**config.mk**
```make
export PLATFORM = sky130hd
export DESIGN_NAME = axi_lite_reg_slave_flat
export DESIGN_NICKNAME = d
export VERILOG_FILES = /design/src/rtl/axi_lite_reg_slave_if.sv /design/src/rtl/axi_lite_reg_slave.sv /design/src/flat_wrapper.sv
export SDC_FILE = /design/constraint.sdc
export NUM_CORES = 1
export LEC_CHECK = 0
export ABC_AREA = 1
export BUFFER_PORTS_ARGS = -buffer_cell sky130_fd_sc_hd__clkbuf_2
export CORE_MARGIN = 10
export CORE_UTILIZATION = 45
export DETAILED_ROUTE_END_ITERATION = 7
export HOLD_SLACK_MARGIN = 0.08
export PLACE_DENSITY = 0.76
export SLEW_MARGIN = 15
export SYNTH_ARGS = -nofsm -noshare
export SYNTH_HDL_FRONTEND = slang
export SYNTH_SLANG_ARGS = --single-unit
export TNS_END_PERCENT = 10
```
**constraint.sdc**
```tcl
create_clock -name clk -period 1.41 [get_ports clk]
set_input_delay 0.282 -clock clk [delete_from_list [all_inputs] [get_ports clk]]
set_output_delay 0.282 -clock clk [all_outputs]
set_load 0.01 [all_outputs]
```
**src/rtl/axi_lite_reg_slave_if.sv**
```systemverilog
// AXI-Lite bus bundle used between the interconnect and register endpoints.
// 32-bit address/data; slave modport is the endpoint view.
interface axi_lite_if;
    logic [31:0] awaddr;
    logic        awvalid;
    logic        awready;
    logic [31:0] wdata;
    logic        wlast;
    logic        wvalid;
    logic        wready;
    logic [1:0]  bresp;
    logic        bvalid;
    logic        bready;
    logic [31:0] araddr;
    logic        arvalid;
    logic        arready;
    logic [31:0] rdata;
    logic        rlast;
    logic        rvalid;
    logic        rready;

    modport slave (
        input  awaddr, awvalid, wdata, wlast, wvalid, bready, araddr, arvalid, rready,
        output awready, wready, bresp, bvalid, arready, rdata, rlast, rvalid
    );

    modport master (
        output awaddr, awvalid, wdata, wlast, wvalid, bready, araddr, arvalid, rready,
        input  awready, wready, bresp, bvalid, arready, rdata, rlast, rvalid
    );
endinterface

```
**src/rtl/axi_lite_reg_slave.sv**
```systemverilog
// AXI-Lite register endpoint: NUM_RW control registers plus NUM_RO status words.
// Define AXI_REGS_DECERR_EN to answer writes to RO/unmapped words with SLVERR.
module axi_lite_reg_slave #(
    parameter int NUM_RW = 4,
    parameter int NUM_RO = 2
) (
    input  logic                  clk,
    input  logic                  rst_n,
    axi_lite_if.slave             axi,
    output logic [NUM_RW*32-1:0]  reg_out,
    output logic [NUM_RW-1:0]     reg_wr_pulse,
    input  logic [NUM_RO*32-1:0]  status_in
);

    typedef enum logic {W_IDLE, W_RESP} w_state_t;
    typedef enum logic {R_IDLE, R_DATA} r_state_t;

    w_state_t    w_state_reg, w_state_next;
    r_state_t    r_state_reg, r_state_next;

    logic        aw_held_reg, w_held_reg;
    logic [5:0]  aw_idx_reg;
    logic [31:0] wdata_reg;
    logic [1:0]  bresp_reg;
    logic [31:0] rdata_reg;

    logic        aw_fire, w_fire, commit;
    logic [5:0]  commit_idx, rd_idx;
    logic [31:0] commit_data, rd_word;
    logic        commit_is_rw;

    logic [31:0] regs_reg    [NUM_RW];
    logic [31:0] status_words[NUM_RO];
    logic [NUM_RW-1:0] wr_sel;
    logic [NUM_RW-1:0] pulse_reg;

    assign aw_fire = (w_state_reg == W_IDLE) && !aw_held_reg && axi.awvalid;
    assign w_fire  = (w_state_reg == W_IDLE) && !w_held_reg && axi.wvalid;

    // A held channel takes precedence; otherwise the live bus value is committing this edge.
    assign commit_idx   = aw_held_reg ? aw_idx_reg : axi.awaddr[7:2];
    assign commit_data  = w_held_reg ? wdata_reg : axi.wdata;
    assign commit_is_rw = {1'b0, commit_idx} < 7'(NUM_RW);

    always_ff @(posedge clk or negedge rst_n) begin
        if (!rst_n) begin
            w_state_reg <= W_IDLE;
            r_state_reg <= R_IDLE;
        end else begin
            w_state_reg <= w_state_next;
            r_state_reg <= r_state_next;
        end
    end

    always_comb begin
        w_state_next = w_state_reg;
        axi.awready  = 1'b0;
        axi.wready   = 1'b0;
        axi.bvalid   = 1'b0;
        commit       = 1'b0;
        case (w_state_reg)
            W_IDLE: begin
                axi.awready = !aw_held_reg;
                axi.wready  = !w_held_reg;
                if ((aw_held_reg || axi.awvalid) && (w_held_reg || axi.wvalid)) begin
                    commit       = 1'b1;
                    w_state_next = W_RESP;
                end
            end
            W_RESP: begin
                axi.bvalid = 1'b1;
                if (axi.bready)
                    w_state_next = W_IDLE;
            end
            default: w_state_next = W_IDLE;
        endcase
    end

    always_ff @(posedge clk or negedge rst_n) begin
        if (!rst_n) begin
            aw_held_reg <= 1'b0;
            w_held_reg  <= 1'b0;
            aw_idx_reg  <= '0;
            wdata_reg   <= '0;
            bresp_reg   <= 2'b00;
        end else if (commit) begin
            aw_held_reg <= 1'b0;
            w_held_reg  <= 1'b0;
`ifdef AXI_REGS_DECERR_EN
            bresp_reg   <= commit_is_rw ? 2'b00 : 2'b10;
`else
            bresp_reg   <= 2'b00;
`endif
        end else begin
            if (aw_fire) begin
                aw_held_reg <= 1'b1;
                aw_idx_reg  <= axi.awaddr[7:2];
            end
            if (w_fire) begin
                w_held_reg <= 1'b1;
                wdata_reg  <= axi.wdata;
            end
        end
    end

    assign axi.bresp = bresp_reg;

    generate
        for (genvar gi = 0; gi < NUM_RW; gi++) begin : g_rw
            assign wr_sel[gi] = commit && commit_is_rw && (commit_idx == 6'(gi));

            always_ff @(posedge clk or negedge rst_n) begin
                if (!rst_n) begin
                    regs_reg[gi]  <= '0;
                    pulse_reg[gi] <= 1'b0;
                end else begin
                    pulse_reg[gi] <= wr_sel[gi];
                    if (wr_sel[gi])
                        regs_reg[gi] <= commit_data;
                end
            end

            assign reg_out[32*gi +: 32] = regs_reg[gi];
        end

        for (genvar gi = 0; gi < NUM_RO; gi++) begin : g_ro
            assign status_words[gi] = status_in[32*gi +: 32];
        end
    endgenerate

    assign reg_wr_pulse = pulse_reg;

    // Unmapped word offsets read back as zero.
    assign rd_idx = axi.araddr[7:2];
    always_comb begin
        rd_word = '0;
        for (int i = 0; i < NUM_RW; i++)
            if (rd_idx == 6'(i)) rd_word = regs_reg[i];
        for (int i = 0; i < NUM_RO; i++)
            if (rd_idx == 6'(NUM_RW + i)) rd_word = status_words[i];
    end

    always_comb begin
        r_state_next = r_state_reg;
        axi.arready  = 1'b0;
        axi.rvalid   = 1'b0;
        axi.rlast    = 1'b0;
        case (r_state_reg)
            R_IDLE: begin
                axi.arready = 1'b1;
                if (axi.arvalid)
                    r_state_next = R_DATA;
            end
            R_DATA: begin
                axi.rvalid = 1'b1;
                axi.rlast  = 1'b1;
                if (axi.rready)
                    r_state_next = R_IDLE;
            end
            default: r_state_next = R_IDLE;
        endcase
    end

    // Sampled at the AR handshake so later register/status changes cannot disturb a pending response.
    always_ff @(posedge clk or negedge rst_n) begin
        if (!rst_n)
            rdata_reg <= '0;
        else if (r_state_reg == R_IDLE && axi.arvalid)
            rdata_reg <= rd_word;
    end

    assign axi.rdata = rdata_reg;

    logic unused_bits;
    assign unused_bits = ^{axi.wlast, axi.awaddr[31:8], axi.awaddr[1:0],
                           axi.araddr[31:8], axi.araddr[1:0]};

endmodule

```
**src/flat_wrapper.sv**
```systemverilog
// flat-port wrapper written by rule: the top's interface ports become plain ports
module axi_lite_reg_slave_flat 
#(
    parameter int NUM_RW = 4,
    parameter int NUM_RO = 2
)
  (clk, rst_n, reg_out, reg_wr_pulse, status_in, axi_awaddr, axi_awvalid, axi_wdata, axi_wlast, axi_wvalid, axi_bready, axi_araddr, axi_arvalid, axi_rready, axi_awready, axi_wready, axi_bresp, axi_bvalid, axi_arready, axi_rdata, axi_rlast, axi_rvalid);
  axi_lite_if axi_i ();
  input  logic clk;
  input  logic rst_n;
  output logic [NUM_RW*32-1:0] reg_out;
  output logic [NUM_RW-1:0] reg_wr_pulse;
  input  logic [NUM_RO*32-1:0] status_in;
  input wire logic [$bits(axi_i.awaddr)-1:0] axi_awaddr;
  input wire logic [$bits(axi_i.awvalid)-1:0] axi_awvalid;
  input wire logic [$bits(axi_i.wdata)-1:0] axi_wdata;
  input wire logic [$bits(axi_i.wlast)-1:0] axi_wlast;
  input wire logic [$bits(axi_i.wvalid)-1:0] axi_wvalid;
  input wire logic [$bits(axi_i.bready)-1:0] axi_bready;
  input wire logic [$bits(axi_i.araddr)-1:0] axi_araddr;
  input wire logic [$bits(axi_i.arvalid)-1:0] axi_arvalid;
  input wire logic [$bits(axi_i.rready)-1:0] axi_rready;
  output wire logic [$bits(axi_i.awready)-1:0] axi_awready;
  output wire logic [$bits(axi_i.wready)-1:0] axi_wready;
  output wire logic [$bits(axi_i.bresp)-1:0] axi_bresp;
  output wire logic [$bits(axi_i.bvalid)-1:0] axi_bvalid;
  output wire logic [$bits(axi_i.arready)-1:0] axi_arready;
  output wire logic [$bits(axi_i.rdata)-1:0] axi_rdata;
  output wire logic [$bits(axi_i.rlast)-1:0] axi_rlast;
  output wire logic [$bits(axi_i.rvalid)-1:0] axi_rvalid;
  assign axi_i.awaddr = axi_awaddr;
  assign axi_i.awvalid = axi_awvalid;
  assign axi_i.wdata = axi_wdata;
  assign axi_i.wlast = axi_wlast;
  assign axi_i.wvalid = axi_wvalid;
  assign axi_i.bready = axi_bready;
  assign axi_i.araddr = axi_araddr;
  assign axi_i.arvalid = axi_arvalid;
  assign axi_i.rready = axi_rready;
  assign axi_awready = axi_i.awready;
  assign axi_wready = axi_i.wready;
  assign axi_bresp = axi_i.bresp;
  assign axi_bvalid = axi_i.bvalid;
  assign axi_arready = axi_i.arready;
  assign axi_rdata = axi_i.rdata;
  assign axi_rlast = axi_i.rlast;
  assign axi_rvalid = axi_i.rvalid;
  axi_lite_reg_slave #(.NUM_RW(NUM_RW), .NUM_RO(NUM_RO)) u_core (.clk(clk), .rst_n(rst_n), .axi(axi_i), .reg_out(reg_out), .reg_wr_pulse(reg_wr_pulse), .status_in(status_in));
endmodule
```
==> flow_summary_export.csv, run 1 <==
group,metric,value,unit
status,status,"finished with violations",
status,violations,"negative setup slack",
setup_path,r2r_setup_slack,-0.27,ns
clocking,clk_latency,0.51,ns
final_layout,largest_reg_flops,128,
sta,totalNegativeSetupSlack,-24.28,ns
clocking,cts_buffers,24,
yosys,syn_area,9790,um^2
die,ioPinCount,340,
setup_path,cp_top_family,"flip-flops",
setup_path,cp.required,1.13,ns
yosys,synthAdderAreaFrac,0,%
sta,period_minus_slack,1.69,ns
yosys,yosys-top-cells-area,"dfrtp_1, nand2_1, o21ai_0",
yosys,synth-edff-count,0,
global_routing,antenna_found_initial,1,
final_layout,instances_no_fill,1896,
setup_path,cp-startpoint,"u_core.aw_held_reg",
yosys,ys_ff_latch,206,
setup_path,ff2ff_path_depth,9,
global_routing,grt_pass1_vias,9505,
yosys,synth_top_family_by_area,"simple AND/OR/NAND/NOR gates",
route,drc,0,
setup_path,worstPathCellList,"buf_4 > nor2_4 > buf_2",
placed_design,gp_congestion,0.886,
setup_path,reg2reg_to,"u_core.reg_out[121]",
sta,rsz0062_at_grt,"true",
pwr,powerDensity,1810,nW/um^2
yosys,synth-main-ff-cell,"dfrtp_1",
sta,maxClockFrequency,593,MHz
yosys,ys_seq_area_share,52.6,%
min_path,min_path_type,"primary input to flip-flop",
route,wl_per_cell,19.4,um
setup_path,path_class,"flip-flop to output port",
sta,clock_skew,0.0165,ns
clocking,cts-htree-levels,1,
min_path,hold_path_end,"u_core.axi.rdata[16]",
clocking,clock-sinks,206,
yosys,yosysTopAreaCell,"dfrtp_1",
final_layout,postLayoutCoreUtil,65.9,%
sta,setup_viol,135,
sta,drv_slew,0,
final_layout,drive_gt1_share,30.4,%
yosys,yosysMostFrequentCell,"nand2_1",
yosys,ys_top_cells_by_count,"nand2_1, dfrtp_1, o21ai_0",
route,dr.pass1.iters,6,
final_layout,area_delta_synth_final,42.7,%
clocking,cts_tree,"built",
route,vias_per_cell,5.36,
yosys,synthXorXnorAreaFrac,0,%
setup_path,cp_max_fo,6,
setup_path,timing.rr.start,"u_core.aw_held_reg",
yosys,yosysUniqueCellTypes,24,
yosys,synth_top_area_share,52.6,%
sta,post-route-period-util,120,%
global_routing,grt_max_degree,66,
yosys,synthMuxAreaShare,0.230,%
placed_design,dp_hpwl,24100,um
sta,maxSlewHeadroom,46.6,%
yosys,syn_avg_cell_area,8.00,um^2
yosys,synthSimpleGateAreaFrac,23.5,%
setup_path,cp-end-kind,"output port",
setup_path,cp_num_buf_inv,2,
pwr,ir_drop,1.09,mV
sta,tightest_slew,0.793,ns
route,ant_nets,0,
clocking,cts-root-buf,"clkbuf_16",
route,drt_wl_total,36900,um
setup_path,cpPeakStageDelay,0.46,ns
placed_design,place_ws,-0.178,ns
die,core_area,21200,um^2
placed_design,place_inst,1768,
global_routing,grt_pass1_wl,54400,um
route,num_vias,10200,
die,die_w,168,um
global_routing,overflow,0,
final_layout,final_net_count,1770,
clocking,clock_path_buffers,3,
route,drtIter0Drc,973,
clocking,clk_pin_slew,0.06,ns
die,dieArea,28100,um^2
die,initial_core_util,46.2,%
die,die-height,168,um
setup_path,worstSetupStartpointType,"flip-flop",
yosys,async_flop_share,100,%
final_layout,n_fill_cell,1710,
placed_design,portBuffers,284,
flow_run,maxCapViolCount,0,
placed_design,place_area,11800,um^2
min_path,min_path_cells,5,
pwr,cellLeakagePower,7.54,nW
final_layout,finalInstanceArea,14000,um^2
sta,setup_slack,-0.276,ns
setup_path,critical_path_arrival,1.40,ns
yosys,yosysWarnings,0,
die,placementRows,53,
global_routing,grt_usage,23.9,%
setup_path,slowest_stage,"dfrtp_2",
min_path,hold_start,"status_in[48]",
yosys,synth-compound-area-share,13.7,%
sta,finalHoldViolCount,0,
yosys,syn_inst,1225,
==> layout make-up <==
cell class | count | area, um^2 | area share (%)
Timing Repair Buffer | 437 | 3260 | 23.3
Antenna cell | 1 | 2.50 | 0.0179
Inverter | 113 | 424 | 3.03
Clock inverter | 6 | 109 | 0.779
Sequential cell | 206 | 5160 | 36.9
Tap cell | 275 | 344 | 2.46
Multi-Input combinational cell | 820 | 3920 | 28.0
Clock buffer | 38 | 764 | 5.47
==> worst reg2reg max path, delay by kind of cell (launching register included) <==
family	cells	cell delay (ns)
buffers and inverters	4	0.49
DFF	1	0.45
and+or+nand+nor	3	0.45
AOI/OAI and AO/OA	2	0.21
==> where the power goes <==
part | internal, mW | switching (mW) | total (mW)
clock | 4.25 | 2.47 | 6.72
combinational | 3.51 | 5.11 | 8.61
sequential | 8.17 | 1.84 | 10.0
total | 15.9 | 9.42 | 25.3
==> cells by family (layout without fill, tap and decap cells) <==
group | count (synthesis) | count (layout)
flops | 206 | 206
other cells | 1 | 3
buf+inv | 200 | 594
compound gates | 266 | 266
simple gates | 550 | 550
mux | 2 | 2
==> worst max path at each step <==
stage / end / depth (start not counted)
after global routing: u_core.reg_out[112] / 9
after global placement: u_core.reg_out[108] / 3
after detailed placement: u_core.reg_out[76] / 7
final: axi_awready / 3
after floorplan: u_core.wdata_reg[22] / 6
after CTS: u_core.reg_out[116] / 8
==> stage by stage <==
step           hold slack [ns]  total power [mW]
2_1_floorplan          -0.0136              13.4
3_3_place_gp             0.177              17.3
3_5_place_dp             0.178              17.6
4_1_cts                 0.0831              24.8
5_1_grt                  0.105              26.7
6_report                0.0935              25.3
==> metal layers <==
metal | vias to the layer above | share of wire (%) | global-route usage [%]
met2 | 546 | 46 | 37.4
li1 | 4756 | - | -
met3 | 113 | 8.9 | 5.03
met4 | 0 | 5.1 | 11.7
met1 | 4757 | 40 | 30.9
met5 | - | 0 | 0
==> placed cells by master, fill, tap and decap left out, types with 28 or more instances in the layout <==
cell	n
nand2_1	331
clkbuf_2	278
dfrtp_1	204
inv_1	106
o21ai_1	103
o21ai_0	76
nand4_1	69
nor2_1	67
a21oi_1	64
dlygate4sd3_1	64
buf_4	53
nand3_1	34
clkbuf_16	31
nand2_2	28
==> repair_timing <==
action / in CTS / in global routing
gates resized for setup: 47 / 81
setup endpoints to repair: 136 / 161
cloned: 6 / 6
buffers inserted: 5 / 2
pin swaps: 8 / 1
endpoints found under the hold margin: 234 / 0
hold buffers: 64 / 0
(Power assumes the default switching activity.)
==> run 2: changes to the inputs <==
- CORE_MARGIN: 10 -> 2
==> run 2 against run 1 <==
Net effect:
- the run still ends with negative setup slack left
- fmax up 4.4%
- sequential share of layout area grew 1.9 points
- wire length down 12%
- clock-buffer cell count decreased by 5
- die area decreased by 18%
- combinational power fell by 7.4%
- critical path depth unchanged
- highest routed layer unchanged
- clock power is 12% lower
- critical endpoint unchanged
==> flow_summary_export.csv, run 2 (same netlist as run 1, synthesis figures left out) <==
group,metric,value,unit
min_path,min_path_cells,3,
placed_design,portBuffers,284,
sta,period_minus_slack,1.61,ns
pwr,powerDensity,1800,nW/um^2
route,drt_wl_total,32500,um
route,num_vias,9731,
final_layout,largest_reg_flops,128,
clocking,cts-root-buf,"clkbuf_16",
placed_design,dp_hpwl,21700,um
setup_path,ff2ff_path_depth,8,
status,violations,"negative setup slack",
final_layout,final_common_cell,"nand2_1",
sta,clock_skew,0.0151,ns
global_routing,grt_pass1_wl,47100,um
die,placementRows,53,
sta,setup_slack,-0.205,ns
final_layout,drive_gt1_share,28.3,%
global_routing,antenna_found_initial,1,
die,die_w,152,um
die,ioPinCount,340,
pwr,total_power,23.9,mW
route,wl_per_cell,17.5,um
route,drtIter0Drc,804,
setup_path,cp-end-kind,"output port",
setup_path,critical_path_arrival,1.33,ns
die,core_area,21200,um^2
flow_run,maxCapViolCount,0,
clocking,clk_pin_slew,0.06,ns
sta,rsz0062_at_grt,"true",
global_routing,grt_pass1_vias,8624,
sta,post-route-period-util,115,%
setup_path,cp.required,1.13,ns
global_routing,grt_max_degree,66,
status,status,"finished with violations",
die,die-height,152,um
placed_design,place_ws,-0.179,ns
route,drc,0,
sta,finalHoldViolCount,0,
placed_design,gp_congestion,0.906,
sta,drv_slew,0,
setup_path,worstSetupStartpointType,"flip-flop",
pwr,ir_drop,0.990,mV
die,dieArea,23000,um^2
sta,tightest_slew,0.742,ns
setup_path,cpPeakStageDelay,0.47,ns
die,initial_core_util,46.2,%
pwr,cellLeakagePower,7.22,nW
global_routing,overflow,0,
sta,holdWs,0.0784,ns
clocking,clock-sinks,206,
clocking,cts_buffers,23,
setup_path,slowest_stage,"dfrtp_2",
clocking,clk_latency,0.50,ns
setup_path,cp_max_fo,7,
setup_path,worstPathCellList,"buf_6 > nor2_4 > buf_6",
route,dr.pass1.iters,6,
route,vias_per_cell,5.25,
final_layout,area_delta_synth_final,35.6,%
setup_path,path_class,"flip-flop to output port",
min_path,min_path_type,"primary input to flip-flop",
sta,setup_viol,134,
final_layout,layout_common_cells,"nand2_1, clkbuf_2, dfrtp_1",
setup_path,critical_path.most_common_cell,"buf_6",
clocking,cts-htree-levels,1,
final_layout,final_net_count,1730,
sta,maxClockFrequency,619,MHz
clocking,cts_tree,"built",
route,ant_nets,0,
global_routing,grt_usage,26.5,%
clocking,clock_path_buffers,3,
sta,maxSlewHeadroom,50.0,%
final_layout,n_fill_cell,1875,
==> run 2: cell count changes in the layout (fill, tap and decap cells not counted), sizes merged <==
cell	before	now
dlygate4sd3	64	40
buf	88	74
clkbuf	323	317
clkinv	3	5
bufinv	3	2
inv	113	114
==> run 2: repair_timing <==
| action | 4_1_cts | 5_1_grt |
|---|---|---|
| gates cloned | 2 | 7 |
| setup endpoints to repair | 135 | 174 |
| setup buffers | 3 | 2 |
| pin swaps | 4 | 4 |
| hold buffers | 40 | 0 |
| hold endpoints to repair | 123 | 0 |
| resized for setup | 28 | 73 |
==> run 2: critical path, delay by kind of cell (launching register included) <==
kind,cells,cell delay (ns)
flip-flops,1,0.47
buffers and inverters,2,0.26
AND/OR/NAND/NOR,1,0.11
==> run 2: power by group <==
group	switching [mW]	internal, mW	total (mW)
registers	1.86	8.16	10.0
clock network	2.35	3.53	5.89
logic	4.69	3.28	7.97
total	8.91	15.0	23.9
==> run 2: per-layer routing <==
layer	part of all wire, %	GRT usage, %	up-vias
li1	-	-	4658
met1	41	38.1	4523
met2	46	40.1	466
met3	8.8	4.94	84
met4	4.2	10.2	0
met5	0	0	-
==> run 2: worst paths after layout <==
check | startpoint | slack [ns] | end
setup reg to reg | u_core.aw_held_reg | -0.18 | u_core.reg_out[96]
hold reg to reg | u_core.wdata_reg[24] | 0.48 | u_core.wdata_reg[24]
min in group asynchronous | rst_n | 0.29 | u_core.wdata_reg[5]
setup / recovery | u_core.aw_held_reg | -0.20 | axi_awready
max in group asynchronous | rst_n | 0.47 | u_core.reg_out[24]
hold / removal | axi_wdata[18] | 0.08 | u_core.wdata_reg[18]
==> run 2: area by class of cell <==
cell class              instances  area, um^2  share of cell area, %
clock buffers                  33         643                   4.84
repair buffers                398        2790                   21.0
inverters                     113         424                   3.19
well taps                     275         344                   2.59
diodes                          1        2.50                 0.0188
multi-input cells             820        3830                   28.8
clock inverters                 8        93.8                  0.707
flip-flops and latches        206        5160                   38.8
==> run 2: per-stage QoR <==
step | instance area [um^2] | std cells | util, % | setup TNS (ns)
after floorplan | 9800 | 1226 | - | -0.224
after global placement | 11700 | 1759 | 55.3 | -13.52
final | 13300 | 1854 | 62.6 | -17.88
after global routing | 13300 | 1854 | 62.6 | -32.07
after detailed placement | 11700 | 1759 | 55.3 | -18.05
after CTS | 13000 | 1845 | 61.3 | -14.45
==> run 3: changes to the inputs <==
- SETUP_SLACK_MARGIN: unset -> 0.1
==> run 3 against run 2 <==
Net effect:
- the run still ends with negative setup slack left
- sequential share of layout area is 2.2 points lower
- global-route usage increased by 1.3 points
- via count increased by 5.0%
- cell area up 6.0%
- first-iteration DRC count shrank 2.0%
- die area unchanged
- flip-flop and latch count unchanged
- clock-buffer cell count decreased by 3
- critical path depth grew 5
- largest cell class unchanged
==> flow_summary_export.csv, run 3 (same netlist as run 1, synthesis figures left out) <==
group,metric,value,unit
route,drtIter0Drc,788,
die,dieArea,23000,um^2
setup_path,r2r_setup_slack,-0.27,ns
clocking,clock-sinks,206,
final_layout,seq_area,5160,um^2
setup_path,cp-startpoint,"u_core.aw_held_reg",
setup_path,timing.rr.start,"u_core.aw_held_reg",
final_layout,multi_input_area,3960,um^2
setup_path,critical_path.most_common_cell,"buf_6",
min_path,min_path_cells,5,
global_routing,grt_pass1_vias,9067,
final_layout,layout_common_cells,"nand2_1, dfrtp_1, buf_2",
sta,clock_skew,0.00702,ns
setup_path,cp-end-kind,"flip-flop",
min_path,hold_start,"status_in[32]",
die,core_area,21200,um^2
global_routing,grt_pass1_wl,49700,um
die,placementRows,53,
clocking,cts-root-buf,"clkbuf_16",
min_path,hold_path_end,"u_core.axi.rdata[0]",
global_routing,antenna_found_initial,1,
setup_path,worstSetupStartpointType,"flip-flop",
setup_path,cp.required,1.77,ns
setup_path,slowest_stage,"dfrtp_2",
clocking,cts_buffers,23,
final_layout,area_delta_synth_final,43.7,%
placed_design,dp_hpwl,21700,um
sta,setup_slack,-0.274,ns
pwr,cellLeakagePower,7.62,nW
final_layout,final_common_cell,"nand2_1",
pwr,ir_drop,1.13,mV
global_routing,overflow,0,
sta,rsz0062_at_grt,"true",
sta,finalHoldViolCount,0,
clocking,clock_path_buffers,3,
sta,period_minus_slack,1.68,ns
placed_design,gp_congestion,0.941,
final_layout,n_fill_cell,1749,
flow_run,maxCapViolCount,0,
setup_path,critical_path_arrival,2.04,ns
final_layout,largest_reg_flops,128,
route,drt_wl_total,36300,um
sta,drv_slew,0,
status,violations,"negative setup slack",
global_routing,grt_usage,27.8,%
route,wl_per_cell,19.3,um
sta,post-route-period-util,119,%
sta,tightest_slew,0.719,ns
clocking,clk_pin_slew,0.06,ns
final_layout,drive_gt1_share,31.5,%
route,vias_per_cell,5.44,
status,status,"finished with violations",
setup_path,cpPeakStageDelay,0.45,ns
route,dr.pass1.iters,6,
route,num_vias,10200,
die,die-height,152,um
global_routing,grt_max_degree,66,
clocking,clk_latency,0.50,ns
die,ioPinCount,340,
sta,maxClockFrequency,594,MHz
sta,setup_viol,147,
clocking,cts_tree,"built",
min_path,min_path_type,"primary input to flip-flop",
final_layout,final_net_count,1753,
setup_path,ff2ff_path_depth,8,
pwr,powerDensity,1810,nW/um^2
pwr,total_power,25.4,mW
die,initial_core_util,46.2,%
sta,maxSlewHeadroom,51.6,%
setup_path,path_class,"flip-flop to flip-flop",
setup_path,reg2reg_to,"u_core.reg_out[71]",
route,drc,0,
sta,holdWs,0.0887,ns
route,ant_nets,0,
die,die_w,152,um
setup_path,cp_max_fo,16,
setup_path,worstPathCellList,"buf_6 > nor2_4 > nor3_4 > nand4_1 > buf_6 > clkbuf_16 > nand2_1 > o21ai_1",
placed_design,portBuffers,284,
clocking,cts-htree-levels,1,
run 3: cell types whose count changed in the layout (fill, tap and decap cells not counted), moves of 14 or more:
cell      change
o21ai_0      -19
nand2_1      -26
clkbuf_8     +14
clkbuf_2    -159
nand2_2      +23
buf_2       +125
buf_6        +25
run 3: metal layers:
| metal | vias to the layer above | track usage, % | part of all wire (%) |
|---|---|---|---|
| met2 | 578 | 43.7 | 46 |
| met5 | - | 0 | 0 |
| met4 | 0 | 10.4 | 5.7 |
| met1 | 4795 | 38.7 | 39 |
| li1 | 4713 | - | - |
| met3 | 134 | 5.27 | 9.7 |
run 3: how the worst max path moves through the flow:
stage                                      to  cells past startpoint
final                      u_core.reg_out[71]                      8
after global routing       u_core.reg_out[99]                      8
after detailed placement  u_core.reg_out[118]                      7
after global placement    u_core.axi.rdata[1]                      9
after floorplan            u_core.reg_out[56]                      8
after CTS                         axi_awready                      3
run 3: where the power goes:
| part | internal (mW) | leakage [nW] | switching, mW |
|---|---|---|---|
| Clock | 3.89 | 0.386 | 2.43 |
| Sequential | 8.16 | 2.73 | 2.01 |
| Combinational | 3.96 | 4.51 | 4.96 |
run 3: repair_timing:
| item | in CTS | in global routing |
|---|---|---|
| hold endpoints to repair | 249 | 0 |
| cloned | 3 | 17 |
| setup buffers | 7 | 3 |
| setup endpoints to repair | 313 | 334 |
| pin swaps | 5 | 1 |
| resized for setup | 44 | 308 |
| hold buffers | 44 | 0 |
run 3: critical path, delay by kind of cell (launching register included):
| family | cells | cell delay [ns] |
|---|---|---|
| AO/OA/AOI/OAI | 1 | 0.05 |
| buffers and inverters | 3 | 0.54 |
| flip-flops | 1 | 0.45 |
| AND/OR/NAND/NOR | 4 | 0.50 |
run 3: per-stage QoR:
stage          util (%)  setup TNS (ns)  cells  setup WS (ns)  cell area, um^2
6_report           66.3          -29.01   1877         -0.274            14100
5_1_grt            66.3          -38.62   1877         -0.338            14100
4_1_cts            62.6          -15.63   1856         -0.175            13300
3_5_place_dp       55.4          -16.68   1761         -0.166            11800
3_3_place_gp       55.4          -12.92   1761         -0.125            11800
2_1_floorplan         -               0   1226         0.0125             9810
run 3: cell type report:
type | count | area share (%)
Antenna cell | 1 | 0.0178
Clock buffer | 30 | 4.49
Multi-Input combinational cell | 820 | 28.2
Inverter | 113 | 3.01
Clock inverter | 11 | 1.16
Tap cell | 275 | 2.44
Timing Repair Buffer | 421 | 24.1
Sequential cell | 206 | 36.6
